## config.mk

```make
export PLATFORM = sky130hd
export DESIGN_NAME = lif_neuron_array
export DESIGN_NICKNAME = d
export VERILOG_FILES = /design/src/rtl/neurocore_pkg.sv /design/src/rtl/lif_update.sv /design/src/rtl/lif_neuron_array.sv
export SDC_FILE = /design/constraint.sdc
export NUM_CORES = 1
export LEC_CHECK = 0
export CORE_MARGIN = 2
export CORE_UTILIZATION = 50
export CTS_BUF_LIST = sky130_fd_sc_hd__clkbuf_16
export DETAILED_ROUTE_END_ITERATION = 10
export DONT_BUFFER_PORTS = 1
export PLACE_DENSITY = 0.7
export SLEW_MARGIN = 10
export SYNTH_ARGS = -nofsm -noshare
export SYNTH_HDL_FRONTEND = slang
export SYNTH_SLANG_ARGS = --single-unit
```

## constraint.sdc

```tcl
create_clock -name clk -period 18.3 [get_ports clk]
set_clock_uncertainty 0.2 [all_clocks]
set_input_delay 3.66 -clock clk [delete_from_list [all_inputs] [get_ports clk]]
set_output_delay 3.66 -clock clk [all_outputs]
set_load 0.1 [all_outputs]
```

## src/rtl/neurocore_pkg.sv

```systemverilog
`default_nettype none
// ============================================================================
// Module      : neurocore_pkg
// Description : Shared constants and types for the LIF neuron array: config
//               addresses, update FSM state encoding and reset defaults.
// Revision    : 1.0 - initial release
// ============================================================================
package neurocore_pkg;

    localparam logic [1:0] CFG_THRESH = 2'd0;
    localparam logic [1:0] CFG_LEAK   = 2'd1;
    localparam logic [1:0] CFG_REFRAC = 2'd2;
    localparam logic [1:0] CFG_VRESET = 2'd3;

    typedef enum logic [1:0] {
        S_IDLE    = 2'd0,
        S_UPDATE  = 2'd1,
        S_PUBLISH = 2'd2
    } state_t;

    localparam int RST_THRESHOLD = 100;
    localparam int RST_LEAK      = 2;
    localparam int RST_REFRAC    = 2;
    localparam int RST_VRESET    = 0;

endpackage
`default_nettype wire

```

## src/rtl/lif_update.sv

```systemverilog
`default_nettype none
// ============================================================================
// Module      : lif_update
// Description : Combinational single-neuron leaky integrate-and-fire step.
// Revision    : 1.0 - initial release
// ============================================================================
module lif_update #(
    parameter int V_WIDTH   = 8,
    parameter int REF_WIDTH = 4
) (
    input  logic [V_WIDTH-1:0]   v,
    input  logic [V_WIDTH-1:0]   acc,
    input  logic [REF_WIDTH-1:0] ref_cnt,
    input  logic [V_WIDTH-1:0]   threshold,
    input  logic [2:0]           leak_shift,
    input  logic [REF_WIDTH-1:0] refrac_period,
    input  logic [V_WIDTH-1:0]   v_reset,
    output logic [V_WIDTH-1:0]   v_next,
    output logic [REF_WIDTH-1:0] ref_next,
    output logic                 spike
);

    logic [V_WIDTH:0]   w_leaked;
    logic [V_WIDTH:0]   w_sum;
    logic [V_WIDTH-1:0] w_vn;

    // One extra bit holds the leak+integrate result before saturation.
    assign w_leaked = {1'b0, v} - ({1'b0, v} >> leak_shift);
    assign w_sum    = w_leaked + {1'b0, acc};
    assign w_vn     = w_sum[V_WIDTH] ? {V_WIDTH{1'b1}} : w_sum[V_WIDTH-1:0];

    always_comb begin
        v_next   = w_vn;
        ref_next = '0;
        spike    = 1'b0;
        if (ref_cnt != '0) begin
            ref_next = ref_cnt - 1'b1;
            v_next   = v_reset;
        end else if (w_vn >= threshold) begin
            spike    = 1'b1;
            v_next   = v_reset;
            ref_next = refrac_period;
        end
    end

endmodule
`default_nettype wire

```

## src/rtl/lif_neuron_array.sv

```systemverilog
`default_nettype none
// ============================================================================
// Module      : lif_neuron_array
// Description : Time-multiplexed array of N LIF neurons, one update per cycle
//               after a step pulse. Optional macro SPIKE_COUNT_EN adds
//               per-neuron saturating spike counters on dbg_count.
// Revision    : 1.0 - initial release
// ============================================================================
module lif_neuron_array
    import neurocore_pkg::*;
#(
    parameter  int N_NEURONS = 4,
    parameter  int V_WIDTH   = 8,
    parameter  int REF_WIDTH = 4,
    localparam int IDX_W     = $clog2(N_NEURONS)
) (
    input  logic                 clk,
    input  logic                 rst_n,
    input  logic                 cfg_we,
    input  logic [1:0]           cfg_addr,
    input  logic [V_WIDTH-1:0]   cfg_data,
    input  logic                 cur_we,
    input  logic [IDX_W-1:0]     cur_idx,
    input  logic [V_WIDTH-1:0]   cur_data,
    input  logic                 step,
    output logic                 busy,
    output logic [N_NEURONS-1:0] spikes,
    output logic                 spike_valid,
    input  logic [IDX_W-1:0]     dbg_idx,
    output logic [V_WIDTH-1:0]   dbg_vmem,
    output logic [7:0]           dbg_count
);

    localparam logic [IDX_W-1:0] c_last_idx = IDX_W'(N_NEURONS - 1);

    state_t                 r_state;
    logic [IDX_W-1:0]       r_idx;
    logic [N_NEURONS-1:0]   r_work;
    logic [N_NEURONS-1:0]   r_spikes;
    logic                   r_spike_valid;
    logic [V_WIDTH-1:0]     r_threshold;
    logic [2:0]             r_leak_shift;
    logic [REF_WIDTH-1:0]   r_refrac;
    logic [V_WIDTH-1:0]     r_v_reset;
    logic [V_WIDTH-1:0]     r_vmem [N_NEURONS];
    logic [V_WIDTH-1:0]     r_acc  [N_NEURONS];
    logic [REF_WIDTH-1:0]   r_ref  [N_NEURONS];

    logic [V_WIDTH-1:0]     w_v_next;
    logic [REF_WIDTH-1:0]   w_ref_next;
    logic                   w_spike;
    logic [N_NEURONS-1:0]   w_spike_vec;

    lif_update #(
        .V_WIDTH   (V_WIDTH),
        .REF_WIDTH (REF_WIDTH)
    ) u_lif_update (
        .v             (r_vmem[r_idx]),
        .acc           (r_acc[r_idx]),
        .ref_cnt       (r_ref[r_idx]),
        .threshold     (r_threshold),
        .leak_shift    (r_leak_shift),
        .refrac_period (r_refrac),
        .v_reset       (r_v_reset),
        .v_next        (w_v_next),
        .ref_next      (w_ref_next),
        .spike         (w_spike)
    );

    assign w_spike_vec = w_spike ? ({{(N_NEURONS-1){1'b0}}, 1'b1} << r_idx) : '0;

    // The published vector is loaded on the way into PUBLISH so it is visible
    // in the same cycle as the valid pulse.
    always_ff @(posedge clk) begin
        if (!rst_n) begin
            r_state       <= S_IDLE;
            r_idx         <= '0;
            r_work        <= '0;
            r_spikes      <= '0;
            r_spike_valid <= 1'b0;
            r_threshold   <= V_WIDTH'(RST_THRESHOLD);
            r_leak_shift  <= 3'(RST_LEAK);
            r_refrac      <= REF_WIDTH'(RST_REFRAC);
            r_v_reset     <= V_WIDTH'(RST_VRESET);
            for (int j = 0; j < N_NEURONS; j++) begin
                r_vmem[j] <= '0;
                r_ref[j]  <= '0;
            end
        end else begin
            r_spike_valid <= 1'b0;
            case (r_state)
                S_IDLE: begin
                    if (cfg_we) begin
                        case (cfg_addr)
                            CFG_THRESH: r_threshold  <= cfg_data;
                            CFG_LEAK:   r_leak_shift <= cfg_data[2:0];
                            CFG_REFRAC: r_refrac     <= cfg_data[REF_WIDTH-1:0];
                            default:    r_v_reset    <= cfg_data;
                        endcase
                    end
                    if (step) begin
                        r_state <= S_UPDATE;
                        r_idx   <= '0;
                        r_work  <= '0;
                    end
                end
                S_UPDATE: begin
                    r_vmem[r_idx] <= w_v_next;
                    r_ref[r_idx]  <= w_ref_next;
                    if (r_idx == c_last_idx) begin
                        r_state       <= S_PUBLISH;
                        r_spikes      <= r_work | w_spike_vec;
                        r_spike_valid <= 1'b1;
                    end else begin
                        r_idx  <= r_idx + 1'b1;
                        r_work <= r_work | w_spike_vec;
                    end
                end
                S_PUBLISH: r_state <= S_IDLE;
                default:   r_state <= S_IDLE;
            endcase
        end
    end

    // The neuron being updated takes only a same-cycle injection; its old
    // accumulator value is consumed by the datapath.
    for (genvar j = 0; j < N_NEURONS; j++) begin : g_acc
        logic             w_hit;
        logic             w_consume;
        logic [V_WIDTH:0] w_acc_sum;

        assign w_hit     = cur_we && (cur_idx == IDX_W'(j));
        assign w_consume = (r_state == S_UPDATE) && (r_idx == IDX_W'(j));
        assign w_acc_sum = {1'b0, r_acc[j]} + {1'b0, cur_data};

        always_ff @(posedge clk) begin
            if (!rst_n)
                r_acc[j] <= '0;
            else if (w_consume)
                r_acc[j] <= w_hit ? cur_data : '0;
            else if (w_hit)
                r_acc[j] <= w_acc_sum[V_WIDTH] ? {V_WIDTH{1'b1}} : w_acc_sum[V_WIDTH-1:0];
        end
    end

`ifdef SPIKE_COUNT_EN
    logic [7:0] r_count [N_NEURONS];

    for (genvar j = 0; j < N_NEURONS; j++) begin : g_spike_count
        always_ff @(posedge clk) begin
            if (!rst_n)
                r_count[j] <= '0;
            else if ((r_state == S_UPDATE) && (r_idx == IDX_W'(j)) && w_spike
                     && (r_count[j] != 8'hFF))
                r_count[j] <= r_count[j] + 8'd1;
        end
    end

    assign dbg_count = r_count[dbg_idx];
`else
    assign dbg_count = 8'd0;
`endif

    assign busy        = (r_state != S_IDLE);
    assign spikes      = r_spikes;
    assign spike_valid = r_spike_valid;
    assign dbg_vmem    = r_vmem[dbg_idx];

endmodule
`default_nettype wire

```

==> After elaboration in Yosys (flattened, before gate mapping) <==
Memory sizes are Yosys's and may differ from the RTL's. A register that Yosys moved wholly into a read port is not among the register bits.
Cells that the tools add are included.
{ "word_totals": {"output_inout_bits": 22, "elab_cells": 149, "in_bits": 27, "regBits": 36, "mem_count": 3, "ramBits": 80} }
{ "classes": {"reduce_logical": 26, "addsub": 8, "muxes": 78, "eq_ne": 12, "n_shift": 2, "bitwise_logic": 10, "magnitude_cmp": 1} }
{ "memory_table": {"columns": ["memory", "words", "width", "read_ports", "rd_ports_with_merged_regs", "wr", "line_no", "text"], "rows": [
  ["r_acc", 4, 8, 5, 1, 4, "lif_neuron_array.sv:46", "logic [V_WIDTH-1:0] r_acc [N_NEURONS];"],
  ["r_vmem", 4, 8, 2, 1, 4, "lif_neuron_array.sv:45", "logic [V_WIDTH-1:0] r_vmem [N_NEURONS];"],
  ["r_ref", 4, 4, 1, 1, 4, "lif_neuron_array.sv:47", "logic [REF_WIDTH-1:0] r_ref [N_NEURONS];"]
]} }
{ "op_table": {"columns": ["op", "count"], "rows": [
  ["2-to-1 mux 8 bit", 20],
  ["2-to-1 mux 1 bit", 37],
  ["adder 8 x 8 -> 9 bit", 4],
  ["2-to-1 mux 2 bit", 12],
  ["2-to-1 mux 4 bit", 6],
  ["AND reduction 3 bit", 5],
  ["equality test 2 bit (second input constant)", 5],
  ["adder 9 x 8 -> 9 bit", 1],
  [">> shifter 8 x 3 -> 9 bit", 1],
  ["subtractor 8 x 9 -> 9 bit", 1],
  ["equality test 2 x 1 -> 1 bit (second input constant)", 4],
  [">= comparator 8 bit", 1],
  ["logical AND 1 bit", 8],
  ["zero test 2 bit", 4],
  ["OR 1 bit", 8],
  ["case mux 2 bit (2 select lines)", 2],
  ["case mux 4 bit (2 select lines)", 1],
  ["OR reduction 8 bit", 1],
  ["AND reduction 2 bit", 3],
  ["!= test 2 bit (second input constant)", 2],
  ["OR 4 bit", 1],
  ["nonzero test 2 bit", 2],
  ["nonzero test 4 bit", 1],
  ["OR reduction 4 bit", 1],
  ["6 further kinds", 6]
]} }

==> Depth between registers and ports, before layout <==
{ "depth": {"ltp_word": 11, "mapped_depth": 25, "depth_no_buf": 22} }

==> Modules after synthesis <==
Synthesis repeated with hierarchy kept, for this count alone.
{ "unflattened": {"hier_cells": 753, "hier_area_um2": 8102.8} }
{ "by_module_without_submodules": {"columns": ["mod", "seq_area_each_um2", "area_per_inst_um2", "cells_each", "instances"], "rows": [
  ["lif_neuron_array", 3163.0, 6836.6, 583, 1],
  ["lif_update", 0.0, 1266.2, 170, 1]
]} }

==> Least setup slack after synthesis <==
No wires, ideal clock.
{ "synth_path": {"path_kind": "input to output", "startpoint": "input dbg_idx[0]", "endpoint": "output dbg_vmem[0]", "arrival_ns": 4.920, "setup_slack_ns": 9.520, "stages": 2, "t_required_ns": 14.440, "path_buffers": 1, "path_cell_list": "clkbuf_1 > mux4_2"} }
{ "synth_between": {"elab_chain_len": 1} }
{ "synth_rtl": {"columns": ["element", "line_no", "text"], "rows": [
  ["start, declared", "lif_neuron_array.sv:29", "input logic [IDX_W-1:0] dbg_idx,"],
  ["memory read (4 x 8 bit)", null, null],
  ["end, declared", "lif_neuron_array.sv:30", "output logic [V_WIDTH-1:0] dbg_vmem,"]
]} }
No other way between the ends.

==> Final worst setup path <==
{ "layout_path": {"startpoint": "input dbg_idx[0]", "endpoint": "output dbg_vmem[1]"} }
The elaborated chain is that of the path after synthesis.

==> metrics <==
post-CTS setup buffer count 0; crit path max-delay cell type mux4_2; Worst Tran Pin Value 0.9713 ns; largest net degree at the start of global routing 31; grt total ovfl 0; Setup crit end kind output port; Seq pwr share 33.3%; delay of the slowest critical-path stage 0.75 ns; crit path max fanout 8; post-route core utilization 56.23%; drt drc 0; vias in the first global route 5959; most instantiated cells after synthesis 101 x nor2_1, 80 x edfxtp_1, 60 x inv_1; dpl cells 946; CTS buffer count 17; Die Height 129.1 microns; Port Buffers 0; P_sw 0.0003060 W; RSZ-0062 raised after global routing no; Die Area 16680 sq um; final std cells w/o fill 978; first-pass GRT wire length 30370 microns; Placer Congestion 0.8896; Worst-path clk slew 0.06 ns; synthesized instance count 758; Critical Path Source Type input pin; clock latency on the worst-skew pair 0.42 ns; Iteration-0 DRC Markers 413; main area contributors after synthesis edfxtp_1 31%, dfxtp_1 9.7%, ha_1 8.6%, mux4_2 7.5%, nor2_1 4.8%; Crit path max-delay family multiplexers; H-tree depth 4; Synth top area share 30.68%; Via density 5.976; Lkg Pwr 3.369 nW; WL final 18810 microns; Pins Over Slew Limit 0; DP Area 7964 sq um; Buf+Inv Stages, Crit Path 0; fin crit share 45.24%; mean post-synth cell area 10.33 sq um; global-route usage over all layers 23.71%; switch share 32.92%; most frequent cell after synthesis nor2_1; area of the multi-input gates 4289 sq um; DR vias 5845; Gate power share 29.7%; Seq. cell area 3163 sq um; post-synthesis cell type with the largest combined area edfxtp_1; n_diodes 0; synth warn 0; Layout area overhead 9.572%; #FFs+latches synth 118; Hold Path Class reg -> reg; routed len/inst 19.23 microns; num ports 49; CP Data Arrival Time 4.42 ns; mapped cell area 7830 sq um; ordered list of cells on the worst path mux4_2; Peak Freq 120.8 MHz; Root Driver clkbuf_16; # rows 45; clock tree buffer depth 2; register area share after synthesis 40.40%; final count of hold timing violations 0; CTS tree yes; Pint 0.0006235 W; Worst VDD drop 0.07170 mV; Die W 129.1 microns; max_cap viols 0; pwr/cell area 108.3 nW/um^2; CTS Hold Bufs 0; Final Cell Area 8579 sq um; initial antenna violation count 0; Sink Count 118; # resized after CTS 0; layout cells sized above 1 10.30%; antenna-violating nets left 0; outcome finished clean; relative slew slack 35.16%; core area 15260 sq um; main flop type after synthesis edfxtp_1; clock share of power 37.0%; setup TNS 0 ns; critical path class in -> out; Initial Util 51.32%; worst path required time 14.44 ns; Netlist cell types 62; fillers 1265; drt first pass iters 5; final critical-path required period 8.279 ns; Final #Nets 847; final setup violation count 0; number of synthesized flops with an enable pin 80; asr flop ratio synth 0%; DP Wirelength 14130 microns
## through the flow
stage	total power, W	worst slack [ns]	hold WS, ns
CTS	0.0009275	10.02	0.2877
floorplan	0.0005325	9.520	0.2449
global placement	0.0005732	10.02	0.2688
finish	0.0009295	10.02	0.2914
global route	0.0009727	10.02	0.3066
detailed placement	0.0005853	10.02	0.2723
## layout make-up
class                      instances  area share, %
multi-input combinational        554          49.99
tap                              211          3.077
inverter                          60          2.625
sequential                       118          36.87
timing repair buffer               3         0.2625
clock inverter                    11          1.050
clock buffer                      21          6.125
## registers in the layout, summed over array words and instances (netlist names), named ones only
name,count
r_acc,32
r_v_reset,8
r_refrac,4
r_vmem,32
spikes,4
r_leak_shift,3
r_ref,16
r_threshold,8
r_state,2
r_work,4
spike_valid,1
r_idx,2
## per-layer routing
layer | share of wire, % | global-route usage [%]
met1 | 42 | 29.02
met2 | 50 | 40.84
met3 | 6.5 | 5.904
met4 | 1.6 | 8.440
met5 | 0 | 0
## power groups by stage
stage               registers (W)  logic [W]  clock network (W)
finish                   0.000309   0.000277           0.000344
global route             0.000311   0.000305           0.000356
CTS                      0.000309   0.000273           0.000345
detailed placement       0.000314   0.000271                  0
global placement         0.000314   0.000260                  0
floorplan                0.000310   0.000223                  0
## worst paths after layout
check	end	slack (ns)	startpoint	cells past startpoint
worst max-delay path	dbg_vmem[1]	10.02	dbg_idx[0]	1
worst min-delay path	r_refrac[1]	0.29	r_refrac[1]	2
worst max register to register	r_vmem[0][6]	11.11	register	21
worst min register to register	r_refrac[1]	0.29	r_refrac[1]	2
## placed cells by master (no fill, tap or decap), drive strengths merged, types with 15 or more instances in the layout
master / synthesis / layout
inv: 60 / 67
edfxtp: 80 / 80
nand2: 45 / 45
ha: 54 / 54
o21ai: 46 / 46
a21oi: 39 / 39
xnor2: 15 / 15
mux4: 28 / 28
nor2b: 17 / 17
nor3: 22 / 22
clkbuf: 16 / 21
mux2i: 33 / 33
dfxtp: 38 / 38
nor2: 101 / 101
## cell families (layout without fill, tap and decap cells)
kind of cell,count (synthesis),in the layout,synth area share [%]
AO/OA/AOI/OAI,166,166,14.11
AND/OR/NAND/NOR,234,234,14.06
XOR/XNOR,18,18,2.014
multiplexers,62,62,12.51
buffers and inverters,93,95,5.161
adder cells (fa/ha/maj),66,66,11.70
other,1,8,0.04789
flip-flops,118,118,40.40
Power figures use the tool's default switching activity.
